File: config.mk
export PLATFORM = sky130hd
export DESIGN_NAME = apb_reg_slave
export DESIGN_NICKNAME = d
export VERILOG_FILES = /design/src/rtl/apb_reg_slave.sv
export SDC_FILE = /design/constraint.sdc
export NUM_CORES = 2
export LEC_CHECK = 0
export ABC_AREA = 1
export BUFFER_PORTS_ARGS = -buffer_cell sky130_fd_sc_hd__buf_2
export CAP_MARGIN = 20
export CORE_ASPECT_RATIO = 0.75
export CORE_MARGIN = 10
export CORE_UTILIZATION = 57
export CTS_CLUSTER_DIAMETER = 200
export DETAILED_ROUTE_END_ITERATION = 8
export MAX_ROUTING_LAYER = met4
export PLACE_DENSITY_LB_ADDON = 0.12
export SYNTH_ARGS = -nofsm -noshare
export SYNTH_HDL_FRONTEND = slang
export SYNTH_SLANG_ARGS = --single-unit
File: constraint.sdc
create_clock -name PCLK -period 34.6 [get_ports PCLK]
set_input_delay 6.92 -clock PCLK [delete_from_list [all_inputs] [get_ports PCLK]]
set_output_delay 6.92 -clock PCLK [all_outputs]
set_load 0.01 [all_outputs]
File: src/rtl/apb_reg_slave.sv
// apb_reg_slave
// APB3/APB4 completer holding a bank of 32-bit registers. Register 0 is a
// read-only ID word. Writes honour byte strobes, and every transfer is
// stretched by a fixed number of wait states. Unaligned addresses,
// out-of-window addresses and writes to the ID register complete with PSLVERR.
//
// Ports:
//   PCLK     clock, all state changes on the rising edge
//   PRESET   asynchronous active-high reset
//   PADDR    byte address (ADDR_W bits)
//   PSEL     completer select
//   PENABLE  access-phase indicator
//   PWRITE   1 = write, 0 = read
//   PWDATA   write data, sampled on the completing edge
//   PWSTRB   byte lane strobes, bit n qualifies PWDATA[8n+7:8n]
//   PREADY   transfer completion (combinational)
//   PRDATA   read data, non-zero only on a completing read
//   PSLVERR  error response, only while PREADY is high
module apb_reg_slave #(
    parameter int                ADDR_W      = 32,
    parameter int                NUM_REGS    = 32,
    parameter logic [ADDR_W-1:0] BASE_ADDR   = '0,
    parameter int                WAIT_STATES = 1,
    parameter logic [31:0]       ID_VALUE    = 32'hA5A5_0001
) (
    input  logic              PCLK,
    input  logic              PRESET,
    input  logic [ADDR_W-1:0] PADDR,
    input  logic              PSEL,
    input  logic              PENABLE,
    input  logic              PWRITE,
    input  logic [31:0]       PWDATA,
    input  logic [3:0]        PWSTRB,
    output logic              PREADY,
    output logic [31:0]       PRDATA,
    output logic              PSLVERR
);

    localparam int IDX_W = (NUM_REGS > 1) ? $clog2(NUM_REGS) : 1;

    typedef enum logic {
        IDLE,
        ACCESS
    } state_t;

    state_t            state, state_next;
    logic [3:0]        cnt, cnt_next;
    logic              take_setup;

    logic [ADDR_W-1:0] off;
    logic [ADDR_W-1:0] idx_full;
    logic              hit, aligned, err;

    logic [IDX_W-1:0]  lat_idx;
    logic              lat_write;
    logic              lat_err;

    logic              commit;

    // Register 0 is the constant ID word, so only 1..NUM_REGS-1 need storage.
    logic [31:0]       regs [1:NUM_REGS-1];

    // Address decode of the live bus. Because BASE_ADDR is word aligned,
    // the low two bits of the offset are the alignment bits of PADDR.
    always_comb begin
        off      = PADDR - BASE_ADDR;
        idx_full = off >> 2;
        hit      = (PADDR >= BASE_ADDR) && (idx_full < ADDR_W'(NUM_REGS));
        aligned  = (off[1:0] == 2'b00);
        err      = !hit || !aligned || (PWRITE && (idx_full == '0));
    end

    // Completion is combinational so that the ready cycle count equals
    // WAIT_STATES + 1 access cycles.
    assign PREADY  = (state == ACCESS) && PSEL && PENABLE && (cnt == 4'(WAIT_STATES));
    assign PSLVERR = PREADY && lat_err;
    assign commit  = PREADY && lat_write && !lat_err;

    // Read data is forced to zero outside a completing, error-free read.
    always_comb begin
        PRDATA = '0;
        if (PREADY && !lat_write && !lat_err) begin
            if (lat_idx == '0) begin
                PRDATA = ID_VALUE;
            end else begin
                PRDATA = regs[lat_idx];
            end
        end
    end

    // Next-state logic. A PSEL+PENABLE pair seen in IDLE is a protocol
    // violation and is simply ignored. Dropping PSEL in ACCESS aborts.
    always_comb begin
        state_next = state;
        cnt_next   = cnt;
        take_setup = 1'b0;
        case (state)
            IDLE: begin
                if (PSEL && !PENABLE) begin
                    state_next = ACCESS;
                    cnt_next   = '0;
                    take_setup = 1'b1;
                end
            end
            ACCESS: begin
                if (!PSEL) begin
                    state_next = IDLE;
                end else if (PREADY) begin
                    state_next = IDLE;
                end else if (PENABLE) begin
                    cnt_next = cnt + 4'd1;
                end
            end
        endcase
    end

    // State, wait counter and the setup-phase snapshot of address/control.
    always_ff @(posedge PCLK or posedge PRESET) begin
        if (PRESET) begin
            state     <= IDLE;
            cnt       <= '0;
            lat_idx   <= '0;
            lat_write <= 1'b0;
            lat_err   <= 1'b0;
        end else begin
            state <= state_next;
            cnt   <= cnt_next;
            if (take_setup) begin
                lat_idx   <= idx_full[IDX_W-1:0];
                lat_write <= PWRITE;
                lat_err   <= err;
            end
        end
    end

    // Register bank. Write data and strobes are taken from the bus on the
    // completing edge; lat_idx is never 0 here because that is an error.
    always_ff @(posedge PCLK or posedge PRESET) begin
        if (PRESET) begin
            for (int i = 1; i < NUM_REGS; i++) begin
                regs[i] <= '0;
            end
        end else if (commit) begin
            for (int n = 0; n < 4; n++) begin
                if (PWSTRB[n]) begin
                    regs[lat_idx][8*n +: 8] <= PWDATA[8*n +: 8];
                end
            end
        end
    end

endmodule

==> summary.md <==
| Metric | Value |
|---|---|
| Status | `completed` |
| GR Util met1 | `0.446` |
| Num CTS Buffers | `99` |
| H-tree depth | `3` |
| Post-DR wirelength/cell | `20.4 µm` |
| Startpoint types | `input port` |
| Clock buffer depth | `3` |
| Drt pass-1 iters | `5` |
| Reg clk slew, reported paths | `0.06 ns` |
| First-pass GRT wire length | `223000 µm` |
| Hold endpoint | `regs[746]` |
| Area leader, netlist | `dfrtp_1` |
| R2R Path Start | `lat_idx[0]` |
| Max_cap viols | `0` |
| Synth Register Bits | `1004` |
| Final Hold Viols | `0` |
| TritonCTS clock tree | `done` |
| DPL Wire Length | `84500 µm` |
| Req. time, crit path | `27.68 ns` |
| Vias in the first global route | `36990` |
| Die H | `267 µm` |
| Clock Sinks | `1004` |
| Die area | `93100 µm²` |
| Proportion of synthesized area in mux cells | `0` |
| Yosys top cell area share | `0.543` |
| Final Skew | `0.0146 ns` |
| Minimum clock period | `16.05 ns` |
| Post-layout util | `0.632` |
| Final setup viols | `0` |
| Most Crowded Layer GR | `met2` |
| Worst reg2reg path depth | `10` |
| Kind of critical path | `in2out` |
| Endpoint type of the worst setup path | `output port` |
| Total wire length | `142000 µm` |
| Synth Area per Inst | `7.78 µm²` |
| GRT overflow | `0` |
| PortBufs | `106` |
| Syn nets | `6021` |
| Relative slew slack | `0.305` |
| IO Pins | `107` |
| FF-to-FF End | `regs[332]` |
| Hold/Removal Path Class | `reg2reg` |
| Met3 Use GR | `0.0594` |
| Worst-Margin Slew | `1.04 ns` |
| Routability cong. | `0.862` |
| CTS Hold Buffers Added | `0` |
| Synthesized area | `46300 µm²` |
| Resized cells post-CTS | `0` |
| Met2 GRT Util | `0.459` |
| Clk_lat worst skew | `0.68 ns` |
| Routed via count | `39885` |
| Hold path start | `regs[746]` |
| Core area | `80400 µm²` |
| Synth Area in Compound Gates | `0.117` |
| Final worst path period share | `0.464` |
| Crit path DAT | `9.13 ns` |
| Max-slew violation count | `0` |
| R2R Setup Slk | `29.56 ns` |
| Yosys cell types | `32` |
| Rows | `90` |
| Ys Warns | `0` |
| DR DRC count | `0` |
| Post-CTS Setup Repair Bufs | `0` |
| Adder-Cell Fraction of Synth Area | `0.000541` |
| Avg Vias per Cell | `5.72` |
| Layout cell share with drive strength beyond 1 | `0.0852` |
| Setup_tns | `0 ns` |
| Post-Synth Simple-Gate Area | `0.296` |
| Initial antenna violation count | `2` |
| Largest family of logic cells by synthesized area | `simple AND/OR/NAND/NOR gates` |
| Root buffer cell | `clkbuf_16` |
| Top cells by area, synth | `dfrtp_1, nand2_1, o21ai_0, o21ai_1, nand3_1` |
| Die X | `349 µm` |
| Area grow syn2layout | `9.86%` |
| DRT antenna net count | `0` |
| Max Fclk | `0.0623 GHz` |
| Leakage dissipation | `25.0 nW` |
| Seq/Total Area, Yosys | `0.543` |
| Largest net degree at the start of global routing | `170` |
| Peak VDD IR | `0.0491 mV` |
| Gr usage total | `0.314` |
| RSZ-0062 raised after global routing | `false` |
| Cells after synthesis | `5946` |
| P per Cell Area | `52.0 nW/µm²` |
| Final nets | `5905` |
| Starting DRT DRC Count | `5458` |
| Post-synthesis xor/xnor area fraction | `0.000189` |
| Crit Path Max Fanout | `9` |
| Initial Utilization | `0.575` |
| Hold path depth | `2` |
[cells in the mapped netlist]
cell type  number
buf_4           7
nand3_4         1
buf_6          11
nand2_4        17
dfrtp_1      1004
nor3_4          6
o21ai_1       399
nand2_2        82
nand3_2         1
ha_1            2
nand2_1      2938
a31oi_1         1
nand4_1         4
nor3_1          3
nor3_2          1
buf_1           6
or3_1           1
clkbuf_1      257
nor2_1         96
buf_2         119
inv_2          13
inv_4           2
clkinv_1        1
a21oi_1        62
nand3_1       208
nor2_8          5
nor2_2          9
inv_1          50
xor2_1          1
o22ai_1         1
nor2_4         18
o21ai_0       620
[cells by family (layout without fill, tap and decap cells)]
group | Yosys count | after routing
buffers and inverters | 466 | 427
adders and majority gates | 2 | 2
xor gates and xnor gates | 1 | 1
DFF | 1004 | 1004
other | 0 | 2
and+or+nand+nor | 3390 | 3390
AOI/OAI and AO/OA | 1083 | 1083
[per-stage QoR]
step	total power [W]	cell area [µm²]	std cells	worst slack, ns	hold WS, ns
floorplan	0.00137	46300	5946	13.85	0.453
global placement	0.00149	46900	6770	18.68	0.465
detailed placement	0.00149	47100	6778	18.65	0.472
CTS	0.00264	50600	6956	18.63	0.487
global route	0.00271	50800	6967	18.54	0.499
finish	0.00264	50800	6967	18.55	0.484
[sequential cells by signal, summed over array words and instances (netlist names)]
signal and cells:
cnt 4, lat_err 1, lat_idx 5, lat_write 1, regs 992, state 1
[power breakdown]
part           leakage, nW  total [W]  internal, W  switching (W)
combinational         9.29   0.000291    0.0000348       0.000256
sequential            14.0    0.00119      0.00118      0.0000107
clock                 1.72    0.00117     0.000692       0.000474
[area by class of cell]
class / instances / area (µm²)
fillers: 7198 / 29600
flip-flops and latches: 1004 / 25100
multi-input cells: 4476 / 19100
clock buffers: 142 / 2930
repair buffers: 183 / 1470
well taps: 1058 / 1320
clock inverters: 36 / 543
inverters: 66 / 277
diodes: 2 / 5.00
[how the worst max path moves through the flow]
stage,from,endpoint
after global placement,PENABLE,PRDATA[16]
after global routing,PSEL,PRDATA[0]
after CTS,PSEL,PRDATA[0]
after floorplan,PRESET,cnt[0]
after detailed placement,PSEL,PRDATA[0]
final,PSEL,PRDATA[0]
[layout by cell type (no fill, tap or decap), types with 3 or more instances in the layout]
| cell type | synthesis | final |
|---|---|---|
| nand2_1 | 2938 | 2938 |
| dfrtp_1 | 1004 | 1002 |
| o21ai_0 | 620 | 620 |
| o21ai_1 | 399 | 399 |
| nand3_1 | 208 | 208 |
| buf_2 | 119 | 106 |
| clkbuf_16 | 0 | 103 |
| nor2_1 | 96 | 95 |
| nand2_2 | 82 | 82 |
| a21oi_1 | 62 | 62 |
| buf_4 | 7 | 56 |
| inv_1 | 50 | 48 |
| clkbuf_8 | 0 | 21 |
| clkinv_2 | 0 | 19 |
| nor2_4 | 18 | 18 |
| clkbuf_1 | 257 | 18 |
| nand2_4 | 17 | 17 |
| buf_16 | 0 | 15 |
| bufinv_16 | 0 | 14 |
| inv_2 | 13 | 11 |
| nor2_2 | 9 | 10 |
| nor3_4 | 6 | 7 |
| nor2_8 | 5 | 5 |
| nand4_1 | 4 | 4 |
| buf_12 | 0 | 4 |
| inv_8 | 0 | 3 |
| nor3_1 | 3 | 3 |
[per-layer routing]
metal / vias up / share of wire
met5: - / 0
met4: 0 / 0.031
met3: 255 / 0.090
met2: 1661 / 0.44
met1: 19269 / 0.44
li1: 18700 / -
[worst max-delay path, cell delays in order]
cell	delay, ns
buf_2	0.11
nand2_1	0.07
nor2_2	0.12
nand3_1	0.15
nor3_1	0.56
clkinv_1	0.67
a21oi_1	0.34
buf_2	0.18
No activity file was read; power rests on OpenSTA's default activity.
